[config.mk]
export PLATFORM = sky130hd
export DESIGN_NAME = vram_hdma_arbiter
export DESIGN_NICKNAME = d
export VERILOG_FILES = /design/src/rtl/vram_hdma_arbiter.sv
export SDC_FILE = /design/constraint.sdc
export NUM_CORES = 1
export LEC_CHECK = 0
export ABC_AREA = 0
export CAP_MARGIN = 10
export CORE_UTILIZATION = 35
export CTS_BUF_LIST = sky130_fd_sc_hd__clkbuf_16
export DETAILED_ROUTE_END_ITERATION = 12
export SYNTH_ARGS = -nofsm -noshare
export SYNTH_HDL_FRONTEND = slang
export SYNTH_SLANG_ARGS = --single-unit
export TNS_END_PERCENT = 50
[constraint.sdc]
create_clock -name clk -period 2 [get_ports clk]
set_input_delay 0.2 -clock clk [delete_from_list [all_inputs] [get_ports clk]]
set_output_delay 0.2 -clock clk [all_outputs]
set_load 0.02 [all_outputs]
[src/rtl/vram_hdma_arbiter.sv]
// VRAM port owner: arbitrates video fetch, CGB-style HDMA engine (FF51-FF55) and CPU access.
// The HDMA engine moves BLOCK_BYTES-byte blocks as general DMA or one block per HBlank.
module vram_hdma_arbiter #(
  parameter int BLOCK_BYTES = 16
) (
  input  logic        clk,
  input  logic        reset,
  input  logic        lcd_on,
  input  logic [1:0]  video_mode,
  input  logic        video_rd,
  input  logic [12:0] video_addr,
  input  logic        cpu_sel_vram,
  input  logic        cpu_sel_hdma,
  input  logic [12:0] cpu_addr,
  input  logic        cpu_wr,
  input  logic [7:0]  cpu_di,
  output logic [7:0]  cpu_do,
  output logic        cpu_stall,
  output logic        hdma_rd,
  output logic [15:0] hdma_src,
  input  logic [7:0]  hdma_data,
  output logic [12:0] vram_addr,
  output logic        vram_wr,
  output logic [7:0]  vram_di,
  input  logic [7:0]  vram_do
);

  localparam int CW = $clog2(BLOCK_BYTES);

  typedef enum logic [2:0] {
    S_IDLE,
    S_G_RD,
    S_G_WR,
    S_H_WAIT,
    S_H_RD,
    S_H_WR
  } state_t;

  state_t         state_q, state_d;
  logic [15:0]    src_q, src_d;
  logic [12:0]    dst_q, dst_d;
  logic [6:0]     len_q, len_d;
  logic           cancel_q, cancel_d;
  logic [CW-1:0]  cnt_q, cnt_d;
  logic [7:0]     data_q, data_d;
  logic           wr_first_q, wr_first_d;
  logic [1:0]     mode_prev_q, mode_prev_d;

  logic vid_busy;
  logic in_wr;
  logic in_flight;
  logic hblank_act;
  logic hblank_edge;
  logic last_byte;
  logic byte_done;
  logic hdma_write;
  logic cpu_grant;
  logic [7:0] wr_data;

  assign vid_busy    = lcd_on && (video_mode == 2'b11);
  assign in_wr       = (state_q == S_G_WR) || (state_q == S_H_WR);
  assign in_flight   = (state_q == S_G_RD) || (state_q == S_G_WR) ||
                       (state_q == S_H_RD) || (state_q == S_H_WR);
  assign hblank_act  = (state_q == S_H_WAIT) || (state_q == S_H_RD) || (state_q == S_H_WR);
  assign hblank_edge = lcd_on && (mode_prev_q == 2'b11) && (video_mode == 2'b00);
  assign last_byte   = (cnt_q == CW'(BLOCK_BYTES - 1));
  assign hdma_write  = in_wr && !vid_busy;
  assign cpu_grant   = !vid_busy && !in_wr;
  // Source data is only valid on the first WR cycle; later held cycles use the latched copy.
  assign wr_data     = wr_first_q ? hdma_data : data_q;
  assign byte_done   = hdma_write;

  always_comb begin
    state_d     = state_q;
    src_d       = src_q;
    dst_d       = dst_q;
    len_d       = len_q;
    cancel_d    = cancel_q;
    cnt_d       = cnt_q;
    data_d      = data_q;
    wr_first_d  = 1'b0;
    mode_prev_d = video_mode;

    if (in_wr) begin
      data_d = wr_data;
    end

    if (byte_done) begin
      src_d = src_q + 16'd1;
      dst_d = dst_q + 13'd1;
      cnt_d = cnt_q + CW'(1);
    end

    case (state_q)
      S_IDLE: ;
      S_G_RD: begin
        state_d    = S_G_WR;
        wr_first_d = 1'b1;
      end
      S_G_WR: begin
        if (byte_done) begin
          state_d = S_G_RD;
          if (last_byte) begin
            len_d = len_q - 7'd1;
            if (len_q == 7'd0) begin
              state_d = S_IDLE;
            end
          end
        end
      end
      S_H_WAIT: begin
        if (hblank_edge) begin
          state_d = S_H_RD;
        end
      end
      S_H_RD: begin
        state_d    = S_H_WR;
        wr_first_d = 1'b1;
      end
      S_H_WR: begin
        if (byte_done && last_byte) begin
          len_d = len_q - 7'd1;
          if ((len_q == 7'd0) || cancel_q) begin
            state_d  = S_IDLE;
            cancel_d = 1'b0;
          end else begin
            state_d = S_H_WAIT;
          end
        end else if (byte_done) begin
          state_d = S_H_RD;
        end
      end
      default: state_d = S_IDLE;
    endcase

    if (cpu_sel_hdma && cpu_wr) begin
      case (cpu_addr[2:0])
        3'd1: if (!in_flight) src_d = {cpu_di, src_q[7:4], 4'h0};
        3'd2: if (!in_flight) src_d = {src_q[15:8], cpu_di[7:4], 4'h0};
        3'd3: if (!in_flight) dst_d = {cpu_di[4:0], dst_q[7:4], 4'h0};
        3'd4: if (!in_flight) dst_d = {dst_q[12:8], cpu_di[7:4], 4'h0};
        3'd5: begin
          if (state_q == S_IDLE) begin
            len_d    = cpu_di[6:0];
            cnt_d    = '0;
            cancel_d = 1'b0;
            state_d  = cpu_di[7] ? S_H_WAIT : S_G_RD;
          end else if (hblank_act && !cpu_di[7]) begin
            // A block already started runs to completion before the cancel takes effect.
            if (state_q == S_H_WAIT) begin
              state_d  = S_IDLE;
              cancel_d = 1'b0;
            end else begin
              cancel_d = 1'b1;
            end
          end
        end
        default: ;
      endcase
    end
  end

  always_ff @(posedge clk) begin
    if (reset) begin
      state_q     <= S_IDLE;
      src_q       <= 16'h0000;
      dst_q       <= 13'h0000;
      len_q       <= 7'h7F;
      cancel_q    <= 1'b0;
      cnt_q       <= '0;
      data_q      <= 8'h00;
      wr_first_q  <= 1'b0;
      mode_prev_q <= 2'b00;
    end else begin
      state_q     <= state_d;
      src_q       <= src_d;
      dst_q       <= dst_d;
      len_q       <= len_d;
      cancel_q    <= cancel_d;
      cnt_q       <= cnt_d;
      data_q      <= data_d;
      wr_first_q  <= wr_first_d;
      mode_prev_q <= mode_prev_d;
    end
  end

  assign hdma_rd   = (state_q == S_G_RD) || (state_q == S_H_RD);
  assign hdma_src  = src_q;
  assign cpu_stall = in_flight;

  always_comb begin
    vram_addr = cpu_addr;
    vram_wr   = 1'b0;
    vram_di   = cpu_di;
    if (vid_busy && video_rd) begin
      vram_addr = video_addr;
    end else if (hdma_write) begin
      vram_addr = dst_q;
      vram_wr   = 1'b1;
      vram_di   = wr_data;
    end else if (cpu_grant) begin
      vram_addr = cpu_addr;
      vram_wr   = cpu_wr && cpu_sel_vram;
      vram_di   = cpu_di;
    end
  end

  always_comb begin
    cpu_do = 8'hFF;
    if (cpu_sel_hdma) begin
      if (cpu_addr[2:0] == 3'd5) begin
        cpu_do = {(state_q == S_IDLE), len_q};
      end
    end else if (cpu_sel_vram && cpu_grant) begin
      cpu_do = vram_do;
    end
  end

endmodule

# After elaboration in Yosys (flattened, before gate mapping)
# Cells that the tools add are included.
[word_totals]
regBits = 55
latchBits = 0
mem_bits_rw = 0
mem_bits_ro = 0
inputBits = 59
out_inout_bits = 48
wordCells = 115
n_memories = 0
[classes]
addsub = 4
n_mul = 0
n_div = 0
n_lt_le_gt_ge = 0
n_eq_ne = 17
shifts = 0
mux = 55
bitwise_logic = 0
n_reduce_logical = 26
[ops]
columns = ["cell", "n"]
rows = [
  ["two-way mux 13 bit", 6],
  ["two-way mux 16 bit", 4],
  ["two-way mux 8 bit", 6],
  ["two-way mux 7 bit", 6],
  ["case mux 16 bit (2 select lines)", 1],
  ["two-way mux 3 bit", 9],
  ["case mux 13 bit (2 select lines)", 1],
  ["case mux 3 bit (6 select lines)", 1],
  ["adder 16 x 1 -> 16 bit, second input constant", 1],
  ["two-way mux 4 bit", 4],
  ["two-way mux 1 bit", 14],
  ["case mux 7 bit (2 select lines)", 1],
  ["adder 13 x 1 -> 13 bit, second input constant", 1],
  ["equality test 3 x 2 -> 1 bit, second input constant", 4],
  ["equality test 3 bit, second input constant", 4],
  ["!= test 3 bit, second input constant", 4],
  ["logical AND 1 bit", 11],
  ["logical OR 1 bit", 8],
  ["zero test 7 bit", 1],
  ["subtractor 7 x 1 -> 7 bit, second input constant", 1],
  ["equality test 3 x 1 -> 1 bit, second input constant", 2],
  ["adder 4 x 1 -> 4 bit, second input constant", 1],
  ["equality test 2 bit, second input constant", 2],
  ["equality test 4 bit, second input constant", 1],
  ["5 further kinds", 8],
]

# Depth between registers and ports, before layout
[depth]
depth_word = 12
depth_mapped = 8
ltp_nobuf = 6

# Worst setup path before layout
# OpenSTA, ideal clock, no wires.
[synth_timing]
kind = "register to output"
startpoint = "register state_q[1]"
endpoint = "output port vram_addr[0]"
arrival_ns = 1.912
t_required_ns = 1.800
setup_slack_ns = -0.112
path_stages_with_launch = 7
path_buffers = 2
path_cell_list = "dfxtp_1 or3b_1 buf_2 a21oi_1 buf_2 mux2i_1 o21ai_0"
[synth_via]
elab_chain_len = 5
[synth_rtl]
columns = ["element", "line_no", "rtl"]
rows = [
  ["start: declaration", "39", "state_t state_q, state_d;"],
  ["start signal: assignment", "175", "state_q <= state_d;"],
  ["equality test 3 x 2 -> 1 bit or equality test 3 bit (tied branches)", "61", "assign in_wr = (state_q == S_G_WR) || (state_q == S_H_WR);"],
  ["logical OR 1 bit (*)", "61", ""],
  ["logical AND 1 bit (*)", "67", "assign hdma_write = in_wr && !vid_busy;"],
  ["two-way mux 13 bit (*)", "197", "end else if (hdma_write) begin"],
  ["two-way mux 13 bit (*)", "195", "if (vid_busy && video_rd) begin"],
  ["end: declaration", "22", "output logic [12:0] vram_addr,"],
]
# Every way passes the cells marked *; elsewhere a longest branch is shown, timed or not.

# Worst setup path in the final report
[layout_timing]
startpoint = "register state_q[0]"
endpoint = "output port vram_addr[7]"
# The elaborated chain is that of the path after synthesis.

==> reports/metrics.yaml <==
sta:
  drv_slew: 0
  tightestPinTransition_ns: 0.529
  skew_ns: 0.00729
  max_freq_mhz: 456
  setup_ws_ns: -0.193
  setup_viol: 37
  hold_viol: 0
  slew_headroom: 0.647
  rsz0062_at_grt: "yes"
  min_period_ns: 2.19
  period_share: 1.10
global_routing:
  grt_max_degree: 31
  grt_pass1_vias: 4313
  grt_usage: 0.252
  grt_overflow: 0
  grt_pass1_wl_um: 22000
  antenna_found_initial: 0
power:
  switching_share: 0.269
  pwr-share-comb: 0.222
  p_int_mw: 2.02
  p_switching_uw: 743
  seqPwrFrac: 0.410
  power.total_mw: 2.76
  ir_drop_v: 0.000297
  p_clk_frac: 0.367
  power.leakage_nw: 2.28
  powerDensity_nw_per_um2: 462
setup_path:
  slowest_delay_ns: 0.39
  critical_path_class: "flop to output port"
  cp.arrival_ns: 1.99
  cp_cell_sequence: "or3b_4 > buf_6 > a21oi_4 > buf_6 > nor2_4 > a221o_1 > buf_6"
  cp-end-kind: "output port"
  crit_required_ns: 1.80
  crit_path_start_kind: "flop"
  critPathSlowestCell: "or3b_4"
  cp_max_fo: 8
  crit_path_start: "state_q[0]"
  cp_common_cell: "buf_6"
  r2r-start: "state_q[0]"
placement:
  io_buffers: 106
  placed_area_um2: 5330
  dp_hpwl_um: 10200
  preCtsSetupSlack_ns: -0.605
  gp_congestion: 0.877
detailed_routing:
  via_per_inst: 5.65
  vias: 4436
  route.detailed.drc: 0
  drt_iter0_drc: 215
  first_pass_iters: 6
  wire_per_inst_um: 17.3
  ant_nets: 0
  drt_wl_total_um: 13500
floorplan:
  core_area_um2: 9910
  die_area_um2: 10800
  num_io_pins: 107
  die_w_um: 104
  die_h_um: 104
  start_util: 0.366
  std_cell_rows: 36
synth:
  syn_inst: 481
  synth_area_um2: 3630
  synth_nets: 545
  ys_seq_area_frac: 0.303
  yosys.area_share.simple: 0.272
  synth_top_family_by_area: "simple AND/OR/NAND/NOR gates"
  yosysUniqueCellTypes: 54
  syn_avg_cell_area_um2: 7.55
  synth_fa_ha_area_frac: 0.0172
  ys_warn_count: 0
  synthXorXnorAreaFrac: 0.0507
  async_flop_share: 0
  yosys-mux-area-fraction: 0.0362
  synth-edff-count: 0
  ys_seq_elements: 55
  synth-compound-area-share: 0.270
  ys.flop_type: "dfxtp_1"
hold_path:
  hold_start: "reset"
  hold_class: "primary input to flop"
finish:
  fin_area_um2: 5970
  nets: 715
  drive_above_1_share: 0.285
  antenna_cells: 0
  areaGrowthSynthToFinish_pct: 64.4
  fin_util: 0.602
cts:
  htree_levels: 2
  hold_buffers: 0
  cts_inserted_buffers: 5
  clk_pin_slew_worst_paths_ns: 0.07
  cts_tree: "yes"
  cts-root-buf: "clkbuf_16"
  ctsLongestPathBuffers: 2
  insertion_delay_ns: 0.30
  cts_sinks: 55
status:
  status: "complete, but fails checks"
  violations: "setup timing"
run:
  maxCapViolCount: 0
path summary, 6_finish.rpt:
check,end,slack [ns],depth (start not counted)
worst min-delay path,mode_prev_q[0],0.37,2
worst max-delay path,vram_addr[7],-0.19,7
worst min register to register,data_q[4],0.46,2
worst max register to register,len_q[5],-0.11,9
Yosys cell counts (4+ instances only):
cell type | n | area [µm²]
nor3b_1 | 5 | 37.5
nand3_1 | 25 | 125
nor4_1 | 6 | 37.5
a221oi_1 | 7 | 61.3
a21o_1 | 5 | 37.5
nor2_1 | 37 | 139
o31ai_1 | 4 | 30.0
o22ai_1 | 5 | 31.3
mux2i_1 | 12 | 120
xnor2_1 | 11 | 96.3
a211oi_1 | 6 | 45.0
a31oi_1 | 4 | 25.0
o21ai_0 | 18 | 90.1
o22a_1 | 9 | 78.8
o32ai_1 | 4 | 35.0
a22oi_1 | 14 | 105
a221o_1 | 5 | 50.1
xor2_1 | 10 | 87.6
nand2_1 | 68 | 255
buf_2 | 5 | 25.0
nand4_1 | 12 | 75.1
inv_1 | 12 | 45.0
o21a_1 | 4 | 30.0
dfxtp_1 | 55 | 1100
clkbuf_1 | 26 | 97.6
nand2b_1 | 5 | 31.3
a21oi_1 | 33 | 165
or3_1 | 4 | 25.0
ha_1 | 5 | 62.6
and3_1 | 7 | 43.8
nor3_1 | 19 | 95.1
power by group through the flow:
stage	logic, mW	registers, mW	clock network (mW)
after global placement	0.559	1.15	0
after floorplan	0.222	1.15	0
after global routing	0.652	1.13	1.07
final	0.614	1.13	1.01
after detailed placement	0.561	1.16	0
after CTS	0.585	1.13	1.02
routing by layer:
metal | routed length [µm] | vias to the layer above | global-route usage
met1 | 6100 | 2097 | 0.334
met3 | 781 | 30 | 0.0352
met2 | 6160 | 186 | 0.402
met5 | 0 | - | 0
li1 | - | 2123 | -
met4 | 511 | 0 | 0.116
repair_timing:
action,in CTS,in global routing
resized for setup,212,48
buffers inserted,8,12
pin swaps,25,32
hold endpoints to repair,0,0
endpoints found under the setup margin,50,63
cloned,0,0
area by class of cell:
cell class / instances / area, µm²
fill: 921 / 3940
tap: 133 / 166
sequential: 55 / 1100
inverter: 12 / 45.0
clock inverter: 3 / 38.8
multi-input combinational: 381 / 2620
clock buffer: 5 / 125
timing repair buffer: 196 / 1870
metrics by stage:
step / hold WS (ns) / cells / TNS, ns
after floorplan: 0.318 / 481 / -0.997
after global placement: 0.441 / 761 / -15.15
after detailed placement: 0.447 / 761 / -15.91
after CTS: 0.369 / 776 / -3.37
after global routing: 0.392 / 785 / -6.99
final: 0.369 / 785 / -3.56
cell families after synthesis:
family | after synthesis
and+or+nand+nor | 204
xor gates and xnor gates | 21
buffers and inverters | 45
DFF | 55
AOI/OAI and AO/OA | 138
muxes | 13
adders and majority gates | 5
cells in the final DEF (no fill, tap or decap), types with 6 or more instances in the layout:
master	n
clkdlybuf4s50_1	74
buf_4	72
nand2_1	61
dfxtp_1	53
buf_6	37
nor2_1	36
a21oi_1	27
nand3_1	24
nor3_1	16
inv_1	12
mux2i_1	12
nand4_1	12
xnor2_1	10
xor2_1	10
o22a_1	9
o21ai_0	8
and3_1	7
o21ai_2	7
nand2_2	7
a22oi_2	7
a22oi_1	7
buf_12	6
worst max-delay path, delay by kind of cell (launching register included):
| family | cells | cell delay (ns) |
|---|---|---|
| DFF | 1 | 0.34 |
| buffers and inverters | 3 | 0.41 |
| AOI/OAI and AO/OA | 2 | 0.50 |
| and+or+nand+nor | 2 | 0.44 |
state kept, by name, indices dropped and copies added (netlist names):
name / flops
len_q: 7
mode_prev_q: 2
cnt_q: 4
wr_first_q: 1
state_q: 3
cancel_q: 1
data_q: 8
hdma_src: 16
dst_q: 13
Power figures use the tool's default switching activity.
